$ cat config.mk
export PLATFORM = sky130hd
export DESIGN_NAME = serial_tx
export DESIGN_NICKNAME = d
export VERILOG_FILES = /design/src/rtl/serial_pkg.sv /design/src/rtl/serial_tx_bit_timer.sv /design/src/rtl/serial_tx.sv
export SDC_FILE = /design/constraint.sdc
export NUM_CORES = 1
export LEC_CHECK = 0
export ABC_AREA = 0
export BUFFER_PORTS_ARGS = -buffer_cell sky130_fd_sc_hd__buf_2
export CAP_MARGIN = 25
export CORE_MARGIN = 10
export CORE_UTILIZATION = 45
export DETAILED_ROUTE_END_ITERATION = 10
export PLACE_DENSITY = 0.66
export SYNTH_ARGS = -nofsm -noshare
export SYNTH_HDL_FRONTEND = slang
export SYNTH_HIERARCHICAL = 1
export SYNTH_SLANG_ARGS = --single-unit
$ cat constraint.sdc
create_clock -name clk -period 2 [get_ports clk]
set_input_delay 0.3 -clock clk [delete_from_list [all_inputs] [get_ports clk]]
set_output_delay 0.3 -clock clk [all_outputs]
set_load 0.02 [all_outputs]
$ cat src/rtl/serial_pkg.sv
// rtl/serial_pkg.sv - shared state encoding and line constants for the serial link
package serial_pkg;

    localparam logic [1:0] IDLE  = 2'd0;
    localparam logic [1:0] START = 2'd1;
    localparam logic [1:0] DATA  = 2'd2;
    localparam logic [1:0] STOP  = 2'd3;

    localparam logic Q_IDLE = 1'b1;

endpackage

$ cat src/rtl/serial_tx_bit_timer.sv
// rtl/serial_tx_bit_timer.sv - bit-period counter, tick marks the last cycle of each bit
module bit_timer #(
    parameter int CLKS_PER_BIT = 4
) (
    input  logic clk,
    input  logic rst,
    input  logic clear,
    output logic tick
);

    localparam int CW = (CLKS_PER_BIT > 1) ? $clog2(CLKS_PER_BIT) : 1;
    localparam logic [CW-1:0] CNT_LAST = CW'(CLKS_PER_BIT - 1);
    localparam logic [CW-1:0] CNT_ONE  = CW'(1);

    logic [CW-1:0] cnt;

    assign tick = (cnt == CNT_LAST);

    always_ff @(posedge clk or posedge rst) begin
        if (rst) begin
            cnt <= '0;
        end else if (clear || tick) begin
            cnt <= '0;
        end else begin
            cnt <= cnt + CNT_ONE;
        end
    end

endmodule

$ cat src/rtl/serial_tx.sv
// rtl/serial_tx.sv - framed parallel-to-serial transmitter (start, data MSB-first, stop)
module serial_tx #(
    parameter int WIDTH        = 8,
    parameter int CLKS_PER_BIT = 4
) (
    input  logic             clk,
    input  logic             rst,
    input  logic [WIDTH-1:0] din,
    input  logic             din_valid,
    output logic             din_ready,
    output logic             q,
    output logic             busy,
    output logic             done
);

    import serial_pkg::*;

    localparam int IW = (WIDTH > 1) ? $clog2(WIDTH) : 1;
    localparam logic [IW-1:0] IDX_LAST = IW'(WIDTH - 1);
    localparam logic [IW-1:0] IDX_ONE  = IW'(1);

    logic [1:0]       state;
    logic [1:0]       state_next;
    logic [WIDTH-1:0] shift_reg;
    logic [WIDTH-1:0] shift_next;
    logic [IW-1:0]    idx;
    logic [IW-1:0]    idx_next;
    logic             tick;
    logic             accept;
    logic             timer_clear;
    logic             q_next;
    logic             done_next;

    // The timer idles at zero so the first cycle after an accept is count 0.
    bit_timer #(
        .CLKS_PER_BIT(CLKS_PER_BIT)
    ) u_timer (
        .clk   (clk),
        .rst   (rst),
        .clear (timer_clear),
        .tick  (tick)
    );

    always_ff @(posedge clk or posedge rst) begin
        if (rst) begin
            state     <= IDLE;
            shift_reg <= '0;
            idx       <= '0;
            q         <= Q_IDLE;
            done      <= 1'b0;
        end else begin
            state     <= state_next;
            shift_reg <= shift_next;
            idx       <= idx_next;
            q         <= q_next;
            done      <= done_next;
        end
    end

    always_comb begin
        state_next = state;
        case (state)
            IDLE:  if (accept) state_next = START;
            START: if (tick) state_next = DATA;
            DATA:  if (tick && idx == IDX_LAST) state_next = STOP;
            STOP:  if (tick) state_next = accept ? START : IDLE;
            default: state_next = IDLE;
        endcase
    end

    // q is registered, so its next value is derived from the same decisions
    // that pick state_next rather than from state_next itself.
    always_comb begin
        busy        = (state != IDLE);
        din_ready   = (state == IDLE) || (state == STOP && tick);
        accept      = din_valid && din_ready;
        timer_clear = (state == IDLE);
        done_next   = (state == STOP) && tick;
        shift_next  = shift_reg;
        idx_next    = idx;
        q_next      = Q_IDLE;

        if (accept) begin
            shift_next = din;
        end else if (state == DATA && tick && idx != IDX_LAST) begin
            shift_next = shift_reg << 1;
        end

        if (state == START && tick) begin
            idx_next = '0;
        end else if (state == DATA && tick && idx != IDX_LAST) begin
            idx_next = idx + IDX_ONE;
        end

        case (state)
            IDLE:  q_next = accept ? 1'b0 : Q_IDLE;
            START: q_next = tick ? shift_reg[WIDTH-1] : 1'b0;
            DATA:  q_next = (tick && idx == IDX_LAST) ? Q_IDLE : shift_next[WIDTH-1];
            STOP:  q_next = (tick && accept) ? 1'b0 : Q_IDLE;
            default: q_next = Q_IDLE;
        endcase
    end

endmodule

==> results <==
- The fraction of synthesis flops using an asynchronous set or reset pin is 1.00.
- After detailed routing, the number of vias per cell comes to 5.17.
- The longest clock path from root to sink contains 2 buffers.
- The highest achievable clock rate is 548 MHz.
- Clock tree synthesis inserted a total of 3 buffers.
- The length of the first detailed-routing pass in iterations is 4.
- The number of maximum-capacitance constraint violations is 0.
- For this block, the routed nets add up to 1.88 mm of wire.
- Of all nets on the critical path, the largest fanout is 12.
- The commonest non-fill, non-tap cell in the layout is sky130_fd_sc_hd__dfrtp_1.
- In the synthesized netlist the dominant register cell turns out to be sky130_fd_sc_hd__dfrtp_1.
- The data arrival at the endpoint of the critical path is 1.53 ns.
- The detailed-route wire length per cell is 14.4 microns.
- The design draws 1.56 mW.
- Of the total synthesized cell area, the portion taken by full adders, half adders and majority gates is 0.108.
- The clock latency at the later pin of the worst-skew pair is 0.30 ns.
- The first-pass GRT wire length is 3.23 mm.
- The number of hold violations in the final report came to 0.
- The number of flops mapped to enable cells by yosys is 0.
- Hold is met by 0.182 ns.
- The number of design-rule violations left by the first detailed-router iteration is 26.
- Of the total synthesized cell area, the portion taken by AND, OR, NAND and NOR gates is 0.110.
- The slew of the pin with the lowest slew margin is 0.560 ns.
- For this design the ratio of total power to cell area is 1460 nW/um^2.
- Setup violations remaining at the end of the flow were counted as 0.
- The cell at the root of the clock tree is sky130_fd_sc_hd__clkbuf_4.
- The count of nets left with antenna violations after detail routing is 0.
- After clock tree synthesis, the clock-pin slew on the worst setup and hold paths is 0.10 ns.
- The largest clock skew in the final design is 0.00138 ns.
- Compared with the post-synthesis result, the final layout area differs by 14.9%.
- The die width is 65.5 microns.
- In the finished design, the share of the clock period the worst path needs comes to 0.913.
- The endpoint class of the critical path is a primary output.
- The initial utilization of the core area, before any placement, comes to 0.474.
- The clock period could shrink to 1.83 ns.
- Setup repair after global routing left no endpoint under its margin.
- CTS built an H-tree with a depth of 1.
- The classification of the worst-slack hold path is in2reg.
- STA puts the critical path data required time at 1.70 ns.
- The total I/O pin count is 15.
- The combined area of all synthesized cells is 930 sq um.
- The routability congestion estimate from global placement is 0.738.
- After filler insertion, the fill cell instance count of the layout stands at 202.
- The worst setup path is launched from a register.
- The register with the most flip-flops in the layout has 8 of them.
- Measured on the finished design, the core utilization comes to 0.545.
- The TritonCTS sink count is 17.
- In the global route stage, overall resource usage came out at 0.0961.
- A synthesized cell averages 10.8 sq um.
- The area fraction in compound gates after synthesis is 0.183.
- Measured against the total synthesized area, the mux share comes to 0.0875.
- The normalized max-slew margin is 0.626.
- The count of different cell masters after synthesis is 30.
- The finished cells cover 1070 sq um.
- The placed instances occupy a cell area of 1030 sq um.
- After synthesis the netlist holds a flip-flop and latch count of 17.
- The height of the die is 65.5 microns.
- The die covers 4280 sq um.
- The sequential element share of the synthesized area is 0.459.
- The setup TNS after final layout is 0 ns.
- Of the total synthesized cell area, the portion taken by XOR and XNOR cells is 0.00942.
- The net count of the finished layout is 124.
- The critical path in this run is classified as reg2out.
- The flow ran to the end, and the final reports show no timing, DRC or antenna violations.
- The worst supply voltage drop on vdd is 696 uV.
- The floorplan has 16 rows.
- After technology mapping, the gate count stands at 86.
- The number of vias after detailed routing is 677.
- The number of global-route vias before repair was 686.
- The final count of pins violating max slew is 0.
- Buffers added to address setup during post-CTS repair amount to 0.
- The combinational family with the most area after synthesis is compound AO/OA/AOI/OAI gates.
- The repair_antennas step left the layout with diodes totalling 0.
- The number of nets in the synthesized netlist is 105.
- The library cells used most frequently in the layout, excluding fill and tap cells, are 16 x sky130_fd_sc_hd__dfrtp_1, 14 x sky130_fd_sc_hd__buf_2, 10 x sky130_fd_sc_hd__nand2_1, 8 x sky130_fd_sc_hd__ha_1, 7 x sky130_fd_sc_hd__mux2i_1.
- The clock tree from TritonCTS is yes.
- The static leakage is 0.583 nW.
- In this run the tool buffered the top-level ports with 14 buffer cells.
- The post-detailed-route DRC marker count is 0.
- The largest net degree at the start of global routing is 16.
- The count of warnings emitted by yosys is 6.
- The floorplan step defined a core boundary enclosing 1960 sq um.
- The initial antenna violation count was 0.
- In the final layout, the share of cells above drive strength 1 is 0.260.
- Once detailed placement completed, the half-perimeter wirelength came to 1.39 mm.
- The total congestion overflow after global routing is 0.
[synth_stat cells (2+ instances only)]
cell	instances	area [sq um]
sky130_fd_sc_hd__ha_1	8	100
sky130_fd_sc_hd__o31ai_1	2	15.0
sky130_fd_sc_hd__a21oi_1	3	15.0
sky130_fd_sc_hd__a21o_1	2	15.0
sky130_fd_sc_hd__dfrtp_1	16	400
sky130_fd_sc_hd__nor2_1	4	15.0
sky130_fd_sc_hd__nand2_1	10	37.5
sky130_fd_sc_hd__a32o_1	2	20.0
sky130_fd_sc_hd__o21ai_0	6	30.0
sky130_fd_sc_hd__inv_1	6	22.5
sky130_fd_sc_hd__buf_2	2	10.0
sky130_fd_sc_hd__mux2i_1	7	70.1
[per-stage QoR]
step	std cells	worst slack, ns
floorplan	86	0.297
global placement	126	0.270
detailed placement	126	0.233
CTS	131	0.182
global route	131	0.0737
finish	131	0.174
[area by class of cell]
cell class	instances	area (sq um)	area share
repair buffers	17	95.1	0.0890
multi-input cells	60	463	0.433
inverters	6	22.5	0.0211
clock buffers	3	22.5	0.0211
well taps	27	33.8	0.0316
flip-flops and latches	17	427	0.399
clock inverters	1	5.00	0.00468
[path summary, 6_finish.rpt]
check,startpoint,end,slack (ns),cells after the start
worst max register to register,state[0]$_DFFE_PP0P_,q$_DFF_PP1_,0.20,6
worst min-delay path,din[0],shift_reg[0]$_DFFE_PP0P_,0.18,3
max in group asynchronous,rst,q$_DFF_PP1_,1.04,3
worst min register to register,u_timer/cnt[0]$_DFF_PP0_,u_timer/cnt[0]$_DFF_PP0_,0.48,1
min in group asynchronous,rst,u_timer/cnt[1]$_DFF_PP0_,0.39,3
worst max-delay path,u_timer/cnt[0]$_DFF_PP0_,din_ready,0.17,3
[kinds of logic (layout without fill, tap and decap cells)]
logic type                 after synthesis  in the layout
adders and majority gates                8              8
DFF                                     17             17
muxes                                    8              8
and+or+nand+nor                         20             20
xor gates and xnor gates                 1              1
buffers and inverters                    9             27
AOI/OAI and AO/OA                       23             23
[critical path, stage by stage (launching register included)]
cell,delay [ns]
sky130_fd_sc_hd__dfrtp_1,0.39
sky130_fd_sc_hd__ha_1,0.42
sky130_fd_sc_hd__a21o_1,0.23
sky130_fd_sc_hd__buf_2,0.18
[report_power, final]
part / leakage [nW] / switching, mW / internal [mW]
Combinational: 0.355 / 0.416 / 0.339
Clock: 0.0177 / 0.119 / 0.0747
Sequential: 0.210 / 0.105 / 0.510
Total: 0.583 / 0.640 / 0.924
[repair_timing]
action,in CTS,in global routing
endpoints found under the hold margin,2,0
gates resized for setup,0,0
hold buffers,1,0
[routing by layer]
metal | share of wire | track usage | wire, microns | vias up
li1 | - | - | - | 340
met1 | 0.50 | 0.124 | 935 | 318
met2 | 0.43 | 0.138 | 815 | 12
met3 | 0.033 | 0.0254 | 63 | 7
met4 | 0.037 | 0.0615 | 70 | 0
met5 | 0 | 0 | 0 | -
No activity file was read; power rests on OpenSTA's default activity.
